==> config.mk <==
export PLATFORM = sky130hd
export DESIGN_NAME = apb_cmd_sequencer_flat
export DESIGN_NICKNAME = d
export VERILOG_FILES = /design/src/rtl/apb_cmd_sequencer_if.sv /design/src/rtl/apb_cmd_sequencer.sv /design/src/flat_wrapper.sv
export SDC_FILE = /design/constraint.sdc
export NUM_CORES = 1
export LEC_CHECK = 0
export ABC_AREA = 1
export BUFFER_PORTS_ARGS = -buffer_cell sky130_fd_sc_hd__buf_2
export CAP_MARGIN = 20
export CORE_MARGIN = 5
export CORE_UTILIZATION = 59
export CTS_BUF_LIST = sky130_fd_sc_hd__clkbuf_4
export DETAILED_ROUTE_END_ITERATION = 10
export PLACE_DENSITY = 0.86
export SLEW_MARGIN = 20
export SYNTH_ARGS = -nofsm -noshare
export SYNTH_HDL_FRONTEND = slang
export SYNTH_SLANG_ARGS = --single-unit
==> constraint.sdc <==
create_clock -name PCLK -period 4.2 [get_ports PCLK]
set_input_delay 0.84 -clock PCLK [delete_from_list [all_inputs] [get_ports PCLK]]
set_output_delay 0.84 -clock PCLK [all_outputs]
set_load 0.03 [all_outputs]
==> src/rtl/apb_cmd_sequencer_if.sv <==
// Stream/bus bundle between a command producer, apb_cmd_sequencer and apb_master.
// The slave modport is the sequencer's view; the master modport is its environment's.
interface apb_cmd_sequencer_if #(
    parameter int ADDR_WIDTH = 8,
    parameter int DATA_WIDTH = 32,
    parameter int DEPTH      = 4
);
    localparam int CNT_W = $clog2(DEPTH) + 1;

    logic                  cmd_valid;
    logic                  cmd_ready;
    logic                  cmd_rw;
    logic [ADDR_WIDTH-1:0] cmd_addr;
    logic [DATA_WIDTH-1:0] cmd_wdata;
    logic                  start;
    logic                  rw;
    logic [ADDR_WIDTH-1:0] addr;
    logic [DATA_WIDTH-1:0] wdata;
    logic                  done;
    logic [DATA_WIDTH-1:0] rdata;
    logic                  rsp_valid;
    logic                  rsp_ready;
    logic                  rsp_rw;
    logic [ADDR_WIDTH-1:0] rsp_addr;
    logic [DATA_WIDTH-1:0] rsp_rdata;
    logic                  busy;
    logic [CNT_W-1:0]      cmd_count;

    modport slave (
        input  cmd_valid, cmd_rw, cmd_addr, cmd_wdata, done, rdata, rsp_ready,
        output cmd_ready, start, rw, addr, wdata, rsp_valid, rsp_rw, rsp_addr, rsp_rdata,
               busy, cmd_count
    );

    modport master (
        output cmd_valid, cmd_rw, cmd_addr, cmd_wdata, done, rdata, rsp_ready,
        input  cmd_ready, start, rw, addr, wdata, rsp_valid, rsp_rw, rsp_addr, rsp_rdata,
               busy, cmd_count
    );
endinterface

==> src/rtl/apb_cmd_sequencer.sv <==
// Queues {rw, addr, wdata} commands and issues them one at a time to apb_master,
// returning each completion through a single held response slot.
module apb_cmd_sequencer #(
    parameter int ADDR_WIDTH = 8,
    parameter int DATA_WIDTH = 32,
    parameter int DEPTH      = 4
) (
    input logic                PCLK,
    input logic                PRESET,
    apb_cmd_sequencer_if.slave bus
);
    localparam int PTR_W   = $clog2(DEPTH);
    localparam int ENTRY_W = 1 + ADDR_WIDTH + DATA_WIDTH;

    typedef enum logic [1:0] {
        StIdle  = 2'd0,
        StIssue = 2'd1,
        StWait  = 2'd2
    } state_t;

    state_t                r_state;
    logic [ENTRY_W-1:0]    r_mem [DEPTH];
    logic [PTR_W:0]        r_wptr;
    logic [PTR_W:0]        r_rptr;
    logic                  r_start;
    logic                  r_busy;
    logic                  r_rw;
    logic [ADDR_WIDTH-1:0] r_addr;
    logic [DATA_WIDTH-1:0] r_wdata;
    logic                  r_rsp_valid;
    logic                  r_rsp_rw;
    logic [ADDR_WIDTH-1:0] r_rsp_addr;
    logic [DATA_WIDTH-1:0] r_rsp_rdata;

    logic                  w_empty;
    logic                  w_full;
    logic                  w_push;
    logic                  w_pop;
    logic [ENTRY_W-1:0]    w_head;

    // Extra pointer MSB distinguishes full from empty when the indices match.
    assign w_empty = (r_wptr == r_rptr);
    assign w_full  = (r_wptr[PTR_W] != r_rptr[PTR_W]) &&
                     (r_wptr[PTR_W-1:0] == r_rptr[PTR_W-1:0]);
    assign w_push  = bus.cmd_valid && !w_full;
    assign w_pop   = (r_state == StIdle) && !w_empty && (!r_rsp_valid || bus.rsp_ready);
    assign w_head  = r_mem[r_rptr[PTR_W-1:0]];

    always_ff @(posedge PCLK) begin
        if (w_push) begin
            r_mem[r_wptr[PTR_W-1:0]] <= {bus.cmd_rw, bus.cmd_addr, bus.cmd_wdata};
        end
    end

    always_ff @(posedge PCLK or posedge PRESET) begin
        if (PRESET) begin
            r_state     <= StIdle;
            r_wptr      <= '0;
            r_rptr      <= '0;
            r_start     <= 1'b0;
            r_busy      <= 1'b0;
            r_rw        <= 1'b0;
            r_addr      <= '0;
            r_wdata     <= '0;
            r_rsp_valid <= 1'b0;
            r_rsp_rw    <= 1'b0;
            r_rsp_addr  <= '0;
            r_rsp_rdata <= '0;
        end else begin
            if (w_push) r_wptr <= r_wptr + 1'b1;
            if (w_pop)  r_rptr <= r_rptr + 1'b1;
            // A response load in StWait below overrides this handshake clear.
            if (bus.rsp_ready) r_rsp_valid <= 1'b0;

            case (r_state)
                StIdle: begin
                    if (w_pop) begin
                        {r_rw, r_addr, r_wdata} <= w_head;
                        r_start <= 1'b1;
                        r_busy  <= 1'b1;
                        r_state <= StIssue;
                    end
                end
                StIssue: begin
                    r_start <= 1'b0;
                    r_state <= StWait;
                end
                StWait: begin
                    if (bus.done) begin
                        r_rsp_valid <= 1'b1;
                        r_rsp_rw    <= r_rw;
                        r_rsp_addr  <= r_addr;
                        r_rsp_rdata <= r_rw ? '0 : bus.rdata;
                        r_busy      <= 1'b0;
                        r_state     <= StIdle;
                    end
                end
                default: begin
                    r_start <= 1'b0;
                    r_busy  <= 1'b0;
                    r_state <= StIdle;
                end
            endcase
        end
    end

    assign bus.cmd_ready = !w_full;
    assign bus.start     = r_start;
    assign bus.rw        = r_rw;
    assign bus.addr      = r_addr;
    assign bus.wdata     = r_wdata;
    assign bus.rsp_valid = r_rsp_valid;
    assign bus.rsp_rw    = r_rsp_rw;
    assign bus.rsp_addr  = r_rsp_addr;
    assign bus.rsp_rdata = r_rsp_rdata;
    assign bus.busy      = r_busy;
    assign bus.cmd_count = r_wptr - r_rptr;
endmodule

==> src/flat_wrapper.sv <==
// flat-port wrapper written by rule: the top's interface ports become plain ports
module apb_cmd_sequencer_flat 
#(
    parameter int ADDR_WIDTH = 8,
    parameter int DATA_WIDTH = 32,
    parameter int DEPTH      = 4
)
  (PCLK, PRESET, bus_cmd_valid, bus_cmd_rw, bus_cmd_addr, bus_cmd_wdata, bus_done, bus_rdata, bus_rsp_ready, bus_cmd_ready, bus_start, bus_rw, bus_addr, bus_wdata, bus_rsp_valid, bus_rsp_rw, bus_rsp_addr, bus_rsp_rdata, bus_busy, bus_cmd_count);
  apb_cmd_sequencer_if #(.ADDR_WIDTH(ADDR_WIDTH), .DATA_WIDTH(DATA_WIDTH), .DEPTH(DEPTH)) bus_i ();
  input logic PCLK;
  input logic PRESET;
  input wire logic [$bits(bus_i.cmd_valid)-1:0] bus_cmd_valid;
  input wire logic [$bits(bus_i.cmd_rw)-1:0] bus_cmd_rw;
  input wire logic [$bits(bus_i.cmd_addr)-1:0] bus_cmd_addr;
  input wire logic [$bits(bus_i.cmd_wdata)-1:0] bus_cmd_wdata;
  input wire logic [$bits(bus_i.done)-1:0] bus_done;
  input wire logic [$bits(bus_i.rdata)-1:0] bus_rdata;
  input wire logic [$bits(bus_i.rsp_ready)-1:0] bus_rsp_ready;
  output wire logic [$bits(bus_i.cmd_ready)-1:0] bus_cmd_ready;
  output wire logic [$bits(bus_i.start)-1:0] bus_start;
  output wire logic [$bits(bus_i.rw)-1:0] bus_rw;
  output wire logic [$bits(bus_i.addr)-1:0] bus_addr;
  output wire logic [$bits(bus_i.wdata)-1:0] bus_wdata;
  output wire logic [$bits(bus_i.rsp_valid)-1:0] bus_rsp_valid;
  output wire logic [$bits(bus_i.rsp_rw)-1:0] bus_rsp_rw;
  output wire logic [$bits(bus_i.rsp_addr)-1:0] bus_rsp_addr;
  output wire logic [$bits(bus_i.rsp_rdata)-1:0] bus_rsp_rdata;
  output wire logic [$bits(bus_i.busy)-1:0] bus_busy;
  output wire logic [$bits(bus_i.cmd_count)-1:0] bus_cmd_count;
  assign bus_i.cmd_valid = bus_cmd_valid;
  assign bus_i.cmd_rw = bus_cmd_rw;
  assign bus_i.cmd_addr = bus_cmd_addr;
  assign bus_i.cmd_wdata = bus_cmd_wdata;
  assign bus_i.done = bus_done;
  assign bus_i.rdata = bus_rdata;
  assign bus_i.rsp_ready = bus_rsp_ready;
  assign bus_cmd_ready = bus_i.cmd_ready;
  assign bus_start = bus_i.start;
  assign bus_rw = bus_i.rw;
  assign bus_addr = bus_i.addr;
  assign bus_wdata = bus_i.wdata;
  assign bus_rsp_valid = bus_i.rsp_valid;
  assign bus_rsp_rw = bus_i.rsp_rw;
  assign bus_rsp_addr = bus_i.rsp_addr;
  assign bus_rsp_rdata = bus_i.rsp_rdata;
  assign bus_busy = bus_i.busy;
  assign bus_cmd_count = bus_i.cmd_count;
  apb_cmd_sequencer #(.ADDR_WIDTH(ADDR_WIDTH), .DATA_WIDTH(DATA_WIDTH), .DEPTH(DEPTH)) u_core (.PCLK(PCLK), .PRESET(PRESET), .bus(bus_i));
endmodule
After elaboration in Yosys (flattened, before gate mapping). Memories as Yosys holds them, arrays and structs flattened. A register that Yosys moved wholly into a read port is not among the register bits. Index checks and enable logic that the tools add are counted.

Bits in registers: 52. Memories: 1. Output and inout bits: 89. Bits in writable memories: 164. Input port bits: 78.

Memories: u_core.r_mem (words 4, bits a word 41, read ports 1, clocked after memory_dff 1, write ports 1, line apb_cmd_sequencer.sv:22) `logic [ENTRY_W-1:0] r_mem [DEPTH];`.

$add $sub $neg: 3. Mux-type cells: 13. Bitwise logic cells: 2. Reduce and logical (&&, ||, !) cells: 14. Equality and inequality tests: 7.

Operators with widths (count): $mux 32 (1); $reduce_and 2->1 (4); $mux 1 (7); $add 3x1->3 const B (2); $pmux 2 s3 (1); $logic_and 1x1->1 (4); $mux 2 (2); $eq 3x3->1 (1); $logic_not 1->1 (3); $pmux 1 s3 (1); $reduce_and 3->1 (1); $sub 3x3->3 (1); $eq 2x1->1 const B (1); $eq 2x2->1 (1); $eq 2x2->1 const B (1); $logic_not 2->1 (1); $ne 2x1->1 const B (1); $ne 2x2->1 const B (1); $not 1->1 (2); $pmux 1 s2 (1); $logic_or 1x1->1 (1); $ne 1x1->1 (1).

Longest topological paths before layout.
Word-level depth: 6. Mapped depth: 11.

Worst setup path after synthesis. OpenSTA, ideal clock, no wires.

Kind: reg-to-reg. From: register u_core.r_rptr[1]. To: memory u_core.r_mem[0][0] (netlist bit), enable pin. Period minus slack after synthesis: 3.977 ns. Setup slack: 0.223 ns. Required time: 3.760 ns. Buffers on the path: 2. Cell stages (with the launch flop): 10. Arrival: 3.538 ns. Cell sequence: dfrtp_1 > buf_2 > clkinv_1 > buf_2 > ha_1 > nand2_1 > inv_1 > nand3_1 > nand2_1 > nor2_1.

Longest elaborated chain between the ends: 6.

RTL lines: start, declared (line apb_cmd_sequencer.sv:24) `logic [PTR_W:0] r_rptr;`; start signal, assigned (line apb_cmd_sequencer.sv:71) `if (w_pop) r_rptr <= r_rptr + 1'b1;`; $eq 2x2->1 (line apb_cmd_sequencer.sv:44) `(r_wptr[PTR_W-1:0] == r_rptr[PTR_W-1:0]);`; $logic_and 1x1->1 (line apb_cmd_sequencer.sv:43) `assign w_full = (r_wptr[PTR_W] != r_rptr[PTR_W]) &&`; $logic_not 1->1; net bus_cmd_ready (line flat_wrapper.sv:19) `output wire logic [$bits(bus_i.cmd_ready)-1:0] bus_cmd_ready;`; $logic_and 1x1->1 (line apb_cmd_sequencer.sv:45) `assign w_push = bus.cmd_valid && !w_full;`; $mux 1 (line apb_cmd_sequencer.sv:50) `if (w_push) begin`; $mux 1 (implied by the code) (line apb_cmd_sequencer.sv:51) `r_mem[r_wptr[PTR_W-1:0]] <= {bus.cmd_rw, bus.cmd_addr, bus.cmd_wdata};`; end, declared (line apb_cmd_sequencer.sv:22).

The timed path passes the listed nets, and every way through them passes these cells.

Worst setup path after layout.
From: register u_core.r_rptr[0]. To: register u_core.r_wdata[17] (netlist: u_core.bus.wdata[17]).

Longest elaborated chain between the ends: 5.

RTL lines: $eq 3x3->1 (line apb_cmd_sequencer.sv:42) `assign w_empty = (r_wptr == r_rptr);`; $logic_not 1->1 (line apb_cmd_sequencer.sv:46) `assign w_pop = (r_state == StIdle) && !w_empty && (!r_rsp_valid || bus.rsp_ready);`; $logic_and 1x1->1 (2 in a row) (line apb_cmd_sequencer.sv:46); $reduce_and 2->1 (no line); end signal, assigned (line apb_cmd_sequencer.sv:78) `{r_rw, r_addr, r_wdata} <= w_head;`; end, declared (line apb_cmd_sequencer.sv:29) `logic [DATA_WIDTH-1:0] r_wdata;`.

Parallel ways exist; a longest one is shown, timed or not. A chain may end at the register's enable or synchronous reset.

==> results.toml <==
[floorplan]
start_util = 0.603
die_x_um = 143
rows = 48
ios = 167
die_y_um = 143
die_area_mm2 = 0.0205
core_mm2 = 0.0174

[clock_tree]
numClockSinks = 257
postCtsSetupRepairBufs = 0
cts_tree = "built"
cts.path.max_buffers = 3
cts_hold_buf = 0
ctsResizeCount = 0
path_clk_slew_ns = 0.07
h-tree-depth = 3
clock_latency_ns = 0.66
clockRootBuffer = "clkbuf_4"
numCtsBuffers = 66

[critical_path]
critical_path.max_fanout = 85
required_ns = 4.73
critPathLaunchType = "flop"
reg2reg_slack_ns = 0.98
end_kind = "flop"
path_class = "reg -> reg"
arrival_ns = 3.75

[timing]
finalSetupTns_ns = 0
layout_min_cycle_time_ns = 3.22
drv_slew = 0
relSlewSlack = 0.332
period_share = 0.766
hold_viol = 0
fmax_mhz = 311
setup_violations = 0
grt_setup_unrepaired = "false"
worstMarginPinSlew_ns = 1.00
fin_ws_ns = 0.981
finClkSkew_ns = 0.0390

[yosys]
yosysSeqAreaShare = 0.693
synth_xor_area_frac = 0.00251
synth.top_cell.area_share = 0.471
ys_ff_latch = 257
synth_area_leaders = "edfxtp_1 47%, dfrtp_1 22%, nand2_1 20%, inv_1 3.6%, nand3_1 2.3%"
ys_types = 23
netlist_area_mm2 = 0.0105
synth_top_family_by_area = "simple AND/OR/NAND/NOR gates"
synth-adder-area-share = 0.0103
syn_inst = 1029
synth_compound_area_frac = 0.00251
yosysWarnings = 0
synth_nets = 1115
yosysTopAreaCell = "edfxtp_1"
yosys.area_share.simple = 0.230
synth_mux_area_frac = 0
avgSynthCellArea_um2 = 10.2

[global_routing]
grt_usage = 0.240
grt_max_degree = 86
grt_pass1_wl_mm = 38.3
antenna_found_initial = 5
grt_overflow_total = 0
grt_pass1_vias = 7721

[route]
ant_nets = 0
totalWireLength_mm = 24.4
drt_first_iter_violations = 671
num_vias = 7719
wl_per_cell_um = 16.1
viasPerCell = 5.10
drc_errors = 0
dr.pass1.iters = 5

[finish]
nNetsFinal = 1318
final_common_cell = "nand2_1"
drive_gt1_frac = 0.234
mostFrequentLayoutCells = "550 x nand2_1, 166 x buf_2, 164 x edfxtp_1"
design_area_mm2 = 0.0123
area_growth_syn_to_layout_pct = 17.7

[worst_hold_path]
hp-class = "in -> async"

[placed_design]
gp_congestion = 0.785
portBuffers = 166
post-place-ws_ns = 1.30
placed_cell_area_mm2 = 0.0114
hpwl_mm = 14.7

[outcome]
outcome = "complete, no violations"

[power]
leakage_uw = 0.00625
power_density_mw_per_mm2 = 810
vdd_ir_drop_max_mv = 0.498
total_power_uw = 9980

[flow_run]
max_cap_viol_count = 0
-- worst paths after layout --
check / start / end / cells after the start
worst max-delay path: u_core.r_rptr[0] / u_core.bus.wdata[17] / 9
worst min-delay path: PRESET / u_core.bus.rsp_rdata[4] / 2
worst max register to register: u_core.r_rptr[0] / u_core.bus.wdata[17] / 9
worst min register to register: u_core.bus.rsp_rdata[24] / u_core.bus.rsp_rdata[24] / 2
max in group asynchronous: PRESET / u_core.bus.wdata[7] / 3
min in group PCLK: bus_rdata[5] / u_core.bus.rsp_rdata[5] / 3
-- worst max-delay path, cell delays in order (launching register included) --
cell      delay [ns]
dfrtp_2         0.37
buf_4           0.70
clkinv_2        1.04
buf_4           0.54
nand2_1         0.10
nand2_1         0.06
nand2_1         0.07
nand2_1         0.07
nand2_1         0.06
nand2_1         0.05
-- registers in the layout (all words and copies together) (netlist names) --
name and flops:
u_core.bus.rsp_addr 8, u_core.bus.rsp_rdata 32, u_core.bus.wdata 32, u_core.bus.addr 8
u_core.bus.start 1, u_core.bus.rsp_valid 1, u_core.r_mem 164, u_core.r_rptr 3
u_core.bus.busy 1, u_core.bus.rw 1, u_core.bus.rsp_rw 1, u_core.r_wptr 3
u_core.r_state 2
-- per-stage QoR --
step	hold WS [ns]	cells	utilization
after global placement	0.457	1389	0.659
after detailed placement	0.460	1389	0.659
after CTS	0.175	1511	0.709
final	0.213	1514	0.710
after floorplan	0.487	1029	-
after global routing	0.236	1513	0.709
-- cell type report --
type,instances,area (um^2)
sequential,257,7250
fill,1220,5040
multi-input combinational,628,2600
timing repair buffer,177,913
clock buffer,95,713
inverter,102,387
tap,225,282
clock inverter,27,159
antenna,3,7.51
-- cell usage after synthesis --
| cell type | count |
|---|---|
| nand2_2 | 3 |
| xor2_1 | 3 |
| nand2_1 | 550 |
| nand2_8 | 1 |
| nand2_4 | 2 |
| a21oi_1 | 1 |
| dfrtp_1 | 93 |
| o21ai_0 | 1 |
| buf_1 | 3 |
| nand3_1 | 48 |
| clkinv_1 | 1 |
| inv_1 | 99 |
| edfxtp_1 | 164 |
| buf_6 | 8 |
| buf_2 | 23 |
| a21oi_4 | 1 |
| nor2_4 | 1 |
| inv_2 | 2 |
| nor2_1 | 9 |
| fa_1 | 1 |
| clkbuf_1 | 5 |
| buf_4 | 3 |
| ha_1 | 7 |
-- metal layers --
metal,vias up,track usage,share of wire
met5,-,0,0.0015
met4,6,0.117,0.024
met3,57,0.0606,0.096
met1,3611,0.301,0.40
li1,3664,-,-
met2,381,0.394,0.48
-- power breakdown --
| part | total (uW) | switching [uW] | internal [uW] | leakage [uW] |
|---|---|---|---|---|
| clock | 2160 | 988 | 1180 | 0.000525 |
| sequential | 3850 | 352 | 3500 | 0.00267 |
| combinational | 3970 | 2920 | 1050 | 0.00306 |
-- cells by family after synthesis --
family          after synthesis
compound gates                3
xor+xnor                      3
fa+ha+maj                     8
buf+inv                     144
flops                       257
simple gates                614
(Power assumes the default switching activity.)
